## src/rtl/alu_wb_buffer.sv

```systemverilog
// alu_wb_buffer: consumer end of the ALU result interface.
// Accepted ALU results go into a small FIFO that feeds register-file writeback.
// The block also keeps a status register (sticky integer flags plus the FP
// condition code). Trapping integer overflows are not enqueued; each one
// produces a one-cycle ovf_exc pulse instead.
// Optional feature macro: ALU_WB_BYPASS_EN. When it is defined, a result
// can go straight to wb_* in the same cycle if the FIFO is empty and
// writeback is ready.
module alu_wb_buffer #(
    parameter int         DEPTH  = 4,
    parameter logic [3:0] CMP_OP = 4'b1010,
    parameter logic [3:0] ADD_OP = 4'b0001,
    parameter logic [3:0] SUB_OP = 4'b0010
) (
    input  logic                       clk,
    input  logic                       rst_n,
    input  logic                       in_valid,
    output logic                       in_ready,
    input  logic [31:0]                result,
    input  logic                       zero,
    input  logic                       overflow,
    input  logic                       carry_out,
    input  logic                       fp_cc,
    input  logic [3:0]                 alu_op,
    input  logic                       is_float,
    input  logic [4:0]                 dest_reg,
    output logic                       wb_valid,
    input  logic                       wb_ready,
    output logic [31:0]                wb_data,
    output logic [4:0]                 wb_dest,
    output logic                       wb_fp,
    output logic                       wb_zero,
    output logic [3:0]                 status,
    input  logic                       clr_status,
    output logic                       ovf_exc,
    output logic [$clog2(DEPTH):0]     count
);

    localparam int PTR_W = $clog2(DEPTH);
    localparam int CNT_W = PTR_W + 1;

    typedef struct packed {
        logic [31:0] data;
        logic [4:0]  dest;
        logic        fp;
        logic        zero;
    } entry_t;

    entry_t           mem [DEPTH];
    logic [PTR_W-1:0] wr_ptr;
    logic [PTR_W-1:0] rd_ptr;
    logic [CNT_W-1:0] count_q;

    logic   sticky_ovf;
    logic   sticky_carry;
    logic   sticky_zero;
    logic   fp_cc_reg;
    logic   ovf_exc_q;

    logic   accept;
    logic   trap;
    logic   bypass;
    logic   push;
    logic   pop;
    logic   fifo_valid;
    entry_t head;
    entry_t in_entry;

    assign in_ready   = (count_q != CNT_W'(DEPTH));
    assign accept     = in_valid & in_ready;
    assign trap       = accept & ~is_float & overflow &
                        ((alu_op == ADD_OP) | (alu_op == SUB_OP));
    assign fifo_valid = (count_q != '0);
    assign head       = mem[rd_ptr];
    assign in_entry   = '{data: result, dest: dest_reg, fp: is_float, zero: zero};

`ifdef ALU_WB_BYPASS_EN
    // An empty FIFO with writeback ready forwards the result in the same cycle.
    assign bypass = accept & ~trap & ~fifo_valid & wb_ready;
`else
    assign bypass = 1'b0;
`endif

    assign push = accept & ~trap & ~bypass;
    assign pop  = fifo_valid & wb_ready;

    // Writeback port: the registered head entry, or the live input while bypassing.
    always_comb begin
        // NOTE: every output gets a default first, so no path through this block leaves a latch.
        wb_valid = fifo_valid;
        wb_data  = head.data;
        wb_dest  = head.dest;
        wb_fp    = head.fp;
        wb_zero  = head.zero;
        if (bypass) begin
            wb_valid = 1'b1;
            wb_data  = in_entry.data;
            wb_dest  = in_entry.dest;
            wb_fp    = in_entry.fp;
            wb_zero  = in_entry.zero;
        end
    end

    // FIFO storage, pointers and occupancy.
    always_ff @(posedge clk or negedge rst_n) begin
        if (!rst_n) begin
            // NOTE: storage is reset too, because the head entry drives wb_* directly and must read as zero after reset.
            for (int i = 0; i < DEPTH; i++) begin
                mem[i] <= '0;
            end
            wr_ptr  <= '0;
            rd_ptr  <= '0;
            count_q <= '0;
        end else begin
            // NOTE: non-blocking assignments keep every register update in this block order-independent.
            if (push) begin
                mem[wr_ptr] <= in_entry;
                wr_ptr      <= wr_ptr + PTR_W'(1);
            end
            if (pop) begin
                rd_ptr <= rd_ptr + PTR_W'(1);
            end
            case ({push, pop})
                2'b10:   count_q <= count_q + CNT_W'(1);
                2'b01:   count_q <= count_q - CNT_W'(1);
                default: count_q <= count_q;
            endcase
        end
    end

    // Status register: sticky flags are cleared by clr_status; fp_cc_reg is updated by FP compares.
    always_ff @(posedge clk or negedge rst_n) begin
        if (!rst_n) begin
            sticky_ovf   <= 1'b0;
            sticky_carry <= 1'b0;
            sticky_zero  <= 1'b0;
            fp_cc_reg    <= 1'b0;
        end else begin
            if (clr_status) begin
                sticky_ovf   <= 1'b0;
                sticky_carry <= 1'b0;
                sticky_zero  <= 1'b0;
            end else if (accept) begin
                sticky_ovf   <= sticky_ovf   | (overflow  & ~is_float);
                sticky_carry <= sticky_carry | (carry_out & ~is_float);
                sticky_zero  <= sticky_zero  | zero;
            end
            if (accept && is_float && (alu_op == CMP_OP)) begin
                fp_cc_reg <= fp_cc;
            end
        end
    end

    // One-cycle exception pulse for each trapped overflow that is dropped.
    always_ff @(posedge clk or negedge rst_n) begin
        if (!rst_n) begin
            ovf_exc_q <= 1'b0;
        end else begin
            ovf_exc_q <= trap;
        end
    end

    assign status  = {fp_cc_reg, sticky_zero, sticky_carry, sticky_ovf};
    assign ovf_exc = ovf_exc_q;
    assign count   = count_q;

endmodule

```

## config.mk

```make
export PLATFORM = sky130hd
export DESIGN_NAME = alu_wb_buffer
export DESIGN_NICKNAME = d
export VERILOG_FILES = /design/src/rtl/alu_wb_buffer.sv
export SDC_FILE = /design/constraint.sdc
export NUM_CORES = 1
export LEC_CHECK = 0
export ABC_AREA = 1
export BUFFER_PORTS_ARGS = -buffer_cell sky130_fd_sc_hd__buf_2
export CAP_MARGIN = 40
export CORE_MARGIN = 3
export CORE_UTILIZATION = 35
export DETAILED_ROUTE_END_ITERATION = 10
export PLACE_DENSITY = 0.61
export SETUP_SLACK_MARGIN = 0.15
export SLEW_MARGIN = 0
export SYNTH_ARGS = -nofsm -noshare
export SYNTH_HDL_FRONTEND = slang
export SYNTH_SLANG_ARGS = --single-unit
```

## constraint.sdc

```tcl
create_clock -name clk -period 2.6 [get_ports clk]
set_input_delay 0 -clock clk [delete_from_list [all_inputs] [get_ports clk]]
set_output_delay 0 -clock clk [all_outputs]
set_load 0.02 [all_outputs]
```

==> summary.md <==
| Metric | Value |
|---|---|
| Share of cells above drive strength 1 | `about 15%` |
| Final hold vios | `0` |
| Total Routing Usage GR | `between 10% and 20%` |
| Sw power | `roughly 5.8 mW` |
| DRT Wirelength | `between 20000 and 25000 um` |
| Comb power frac | `46.7%` |
| DRC violations left | `0` |
| Clock sinks | `about 170` |
| Post-synthesis cell area | `approximately 7900 um2` |
| Antenna violations before repair | `0` |
| Clk pwr share | `just under 20%` |
| Skew-Pair Late Insertion Delay | `0.43 ns` |
| Syn_area_per_cell | `around 8.1 um2` |
| Power Density | `1350 nW/um2` |
| Fmax | `between 0.4 and 0.5 GHz` |
| Count of input and output buffers | `between 90 and 100` |
| Area grow syn2layout | `21.9%` |
| Avg WL per Cell | `about 17 um` |
| Max clock buf depth | `2` |
| CTS tree | `yes` |
| DRT antenna net count | `0` |
| Cells after Synth | `slightly below 1000` |
| Largest register by flop count | `mem` |
| Detailed placement HPWL | `between 10000 and 15000 um` |
| Critical path data arrival time | `2.21 ns` |
| Seq cells post-synth | `168` |
| Core area | `~22000 um2` |
| Clock root buffer master | `clkbuf_16` |
| Setup_tns | `0 ns` |
| Overall die width | `between 150 and 200 um` |
| Via count | `6940` |
| GP Congestion | `around 0.75` |
| Slew Limit Fails | `0` |
| Syn_nets | `slightly above 1000` |
| Worst endpoint required time | `around 2.6 ns` |
| Vias in the first global route | `6836` |
| Worst Tran Pin Value | `around 0.84 ns` |
| Drt first pass iters | `5` |
| # diodes | `0` |
| NumNets Final | `between 1000 and 1500` |
| Vias per cell | `between 5 and 6` |
| Final Setup Violations | `0` |
| First-pass GRT wire length | `about 37000 um` |
| Number of enable flip-flop cells after synthesis | `0` |
| P_int | `7.09 mW` |
| Final design utilization | `between 40% and 50%` |
| LEAKAGE | `4.93 nW` |
| Final period util | `a little under nine tenths` |
| HP Class | `in2reg` |
| # fillers | `around 2200` |
| H-tree levels | `4` |
| Largest register FFs | `156` |
| Unrepaired setup endpoints after global routing | `no` |
| Max-capacitance violation count | `0` |
| Status | `finished clean` |
| Peak supply drop | `620 uV` |
| Sequential area share after synthesis | `53.5%` |
| Yosys warns | `0` |
| Worst R2R Setup Slack | `~0.52 ns` |
| Iter 0 DRT Violations | `between 400 and 500` |
| Net Sw Frac | `45.1%` |
| CP Launch Type | `flop` |
| Rows | `54` |
| CP endpoint kind | `output pin` |
| Die span in y | `between 150 and 200 um` |
| Seq pwr share | `33.8%` |
| Largest net degree at the start of global routing | `160` |
| Post-CTS Repair Setup Buffers | `0` |
| Post-synth ARST share | `100%` |
| Main synth FF type | `dfrtp_1` |
| Initial core utilization | `between 30 and 40%` |
| Setup CP Type | `reg2out` |
| CTS clk-pin slew, worst paths | `around 0.070 ns` |
| Number of distinct library cells after synthesis | `24` |
| # hold bufs at CTS | `46` |
| # IOs | `100` |
| Die ar. | `about 24000 um2` |
| Remaining global-route overflow | `0` |
| Final clock skew | `between 0.01 and 0.015 ns` |
| Min Tclk post-route | `between 2 and 2.5 ns` |
| CTS resizes | `0` |
| Worst Path Max Fanout | `79` |
| Total CTS buffers | `17` |
| Worst rel slew slack | `between 40% and 50%` |
-- stage by stage --
| stage | total power [mW] | std cells | hold slack, ns | instance area (um2) | setup slack [ns] |
|---|---|---|---|---|---|
| 2_1_floorplan | 8.42 | 976 | -0.296 | 7860 | 0.296 |
| 3_5_place_dp | 10.4 | 1296 | 0.0258 | 8540 | 0.504 |
| 5_1_grt | 13.9 | 1374 | 0.0402 | 9580 | 0.255 |
| 6_report | 12.9 | 1374 | 0.0249 | 9580 | 0.390 |
| 4_1_cts | 13.0 | 1374 | 0.0192 | 9580 | 0.396 |
| 3_3_place_gp | 10.3 | 1296 | 0.0211 | 8540 | 0.578 |
-- synthesized netlist by cell type (3+ instances only) --
cell type / instances / area, um2
a21oi_1: 3 / 15.0
buf_2: 13 / 65.1
buf_4: 23 / 173
clkbuf_1: 42 / 158
dfrtp_1: 168 / 4200
ha_1: 5 / 62.6
inv_1: 16 / 60.1
nand2_1: 326 / 1220
nand3_1: 161 / 806
nor2_1: 83 / 312
o21ai_0: 82 / 410
o22ai_1: 39 / 244
-- cell usage in the layout (no fill, tap or decap), types with 2 or more instances in the layout --
cell type / synthesis / final
nand2_2: 2 / 2
o21ai_0: 82 / 82
xor2_1: 2 / 2
inv_2: 2 / 3
buf_12: 0 / 6
nand2_1: 326 / 326
a21oi_1: 3 / 3
clkinv_4: 0 / 5
dfrtp_1: 168 / 167
ha_1: 5 / 5
inv_6: 0 / 4
nand3_1: 161 / 161
nor2_1: 83 / 83
buf_2: 13 / 98
inv_1: 16 / 16
clkbuf_16: 0 / 17
o22ai_1: 39 / 39
buf_4: 23 / 13
clkbuf_8: 0 / 2
dlygate4sd3_1: 0 / 46
-- critical path: stages, from the launching register on --
cell and delay [ns]:
dfrtp_2 0.36, buf_4 0.61, o21ai_0 0.21, o22ai_1 0.31
buf_2 0.23
-- worst paths after layout --
check | startpoint | endpoint | depth (start not counted)
worst max-delay path | rd_ptr[0] | wb_data[1] | 4
worst min-delay path | alu_op[2] | fp_cc_reg | 5
worst max register to register | count[1] | count[2] | 11
worst min register to register | mem[110] | mem[110] | 2
max in group asynchronous | rst_n | mem[49] | 3
min in group asynchronous | rst_n | mem[35] | 2
-- cell families (layout without fill, tap and decap cells) --
group | after synthesis | in the layout | synth area share (%)
adders and majority gates | 6 | 6 | 1.05
AOI/OAI and AO/OA | 127 | 127 | 9.01
buffers and inverters | 97 | 215 | 5.94
and+or+nand+nor | 575 | 575 | 30.2
xor gates and xnor gates | 3 | 3 | 0.334
DFF | 168 | 168 | 53.5
-- power by group through the flow --
stage | clock network (mW) | logic (mW) | registers (mW)
2_1_floorplan | 0 | 4.14 | 4.29
3_3_place_gp | 0 | 5.96 | 4.36
3_5_place_dp | 0 | 6.02 | 4.39
4_1_cts | 2.59 | 6.09 | 4.36
5_1_grt | 2.71 | 6.71 | 4.51
6_report | 2.52 | 6.04 | 4.36
-- per-layer routing --
metal	vias to the layer above	GRT usage (%)	share of wire, %
li1	3408	-	-
met1	3314	25.9	46
met2	197	31.1	48
met3	21	3.50	5.2
met4	0	4.63	1.1
met5	-	0	0
-- final cells by class --
class	count	area, um2	share of cell area, %
timing repair buffer	164	1180	12.3
tap	280	350	3.66
multi-input combinational	711	3190	33.3
sequential	168	4210	43.9
inverter	19	71.3	0.744
clock buffer	19	453	4.73
clock inverter	13	133	1.38
Note: power is estimated with default switching activity, not from simulation.
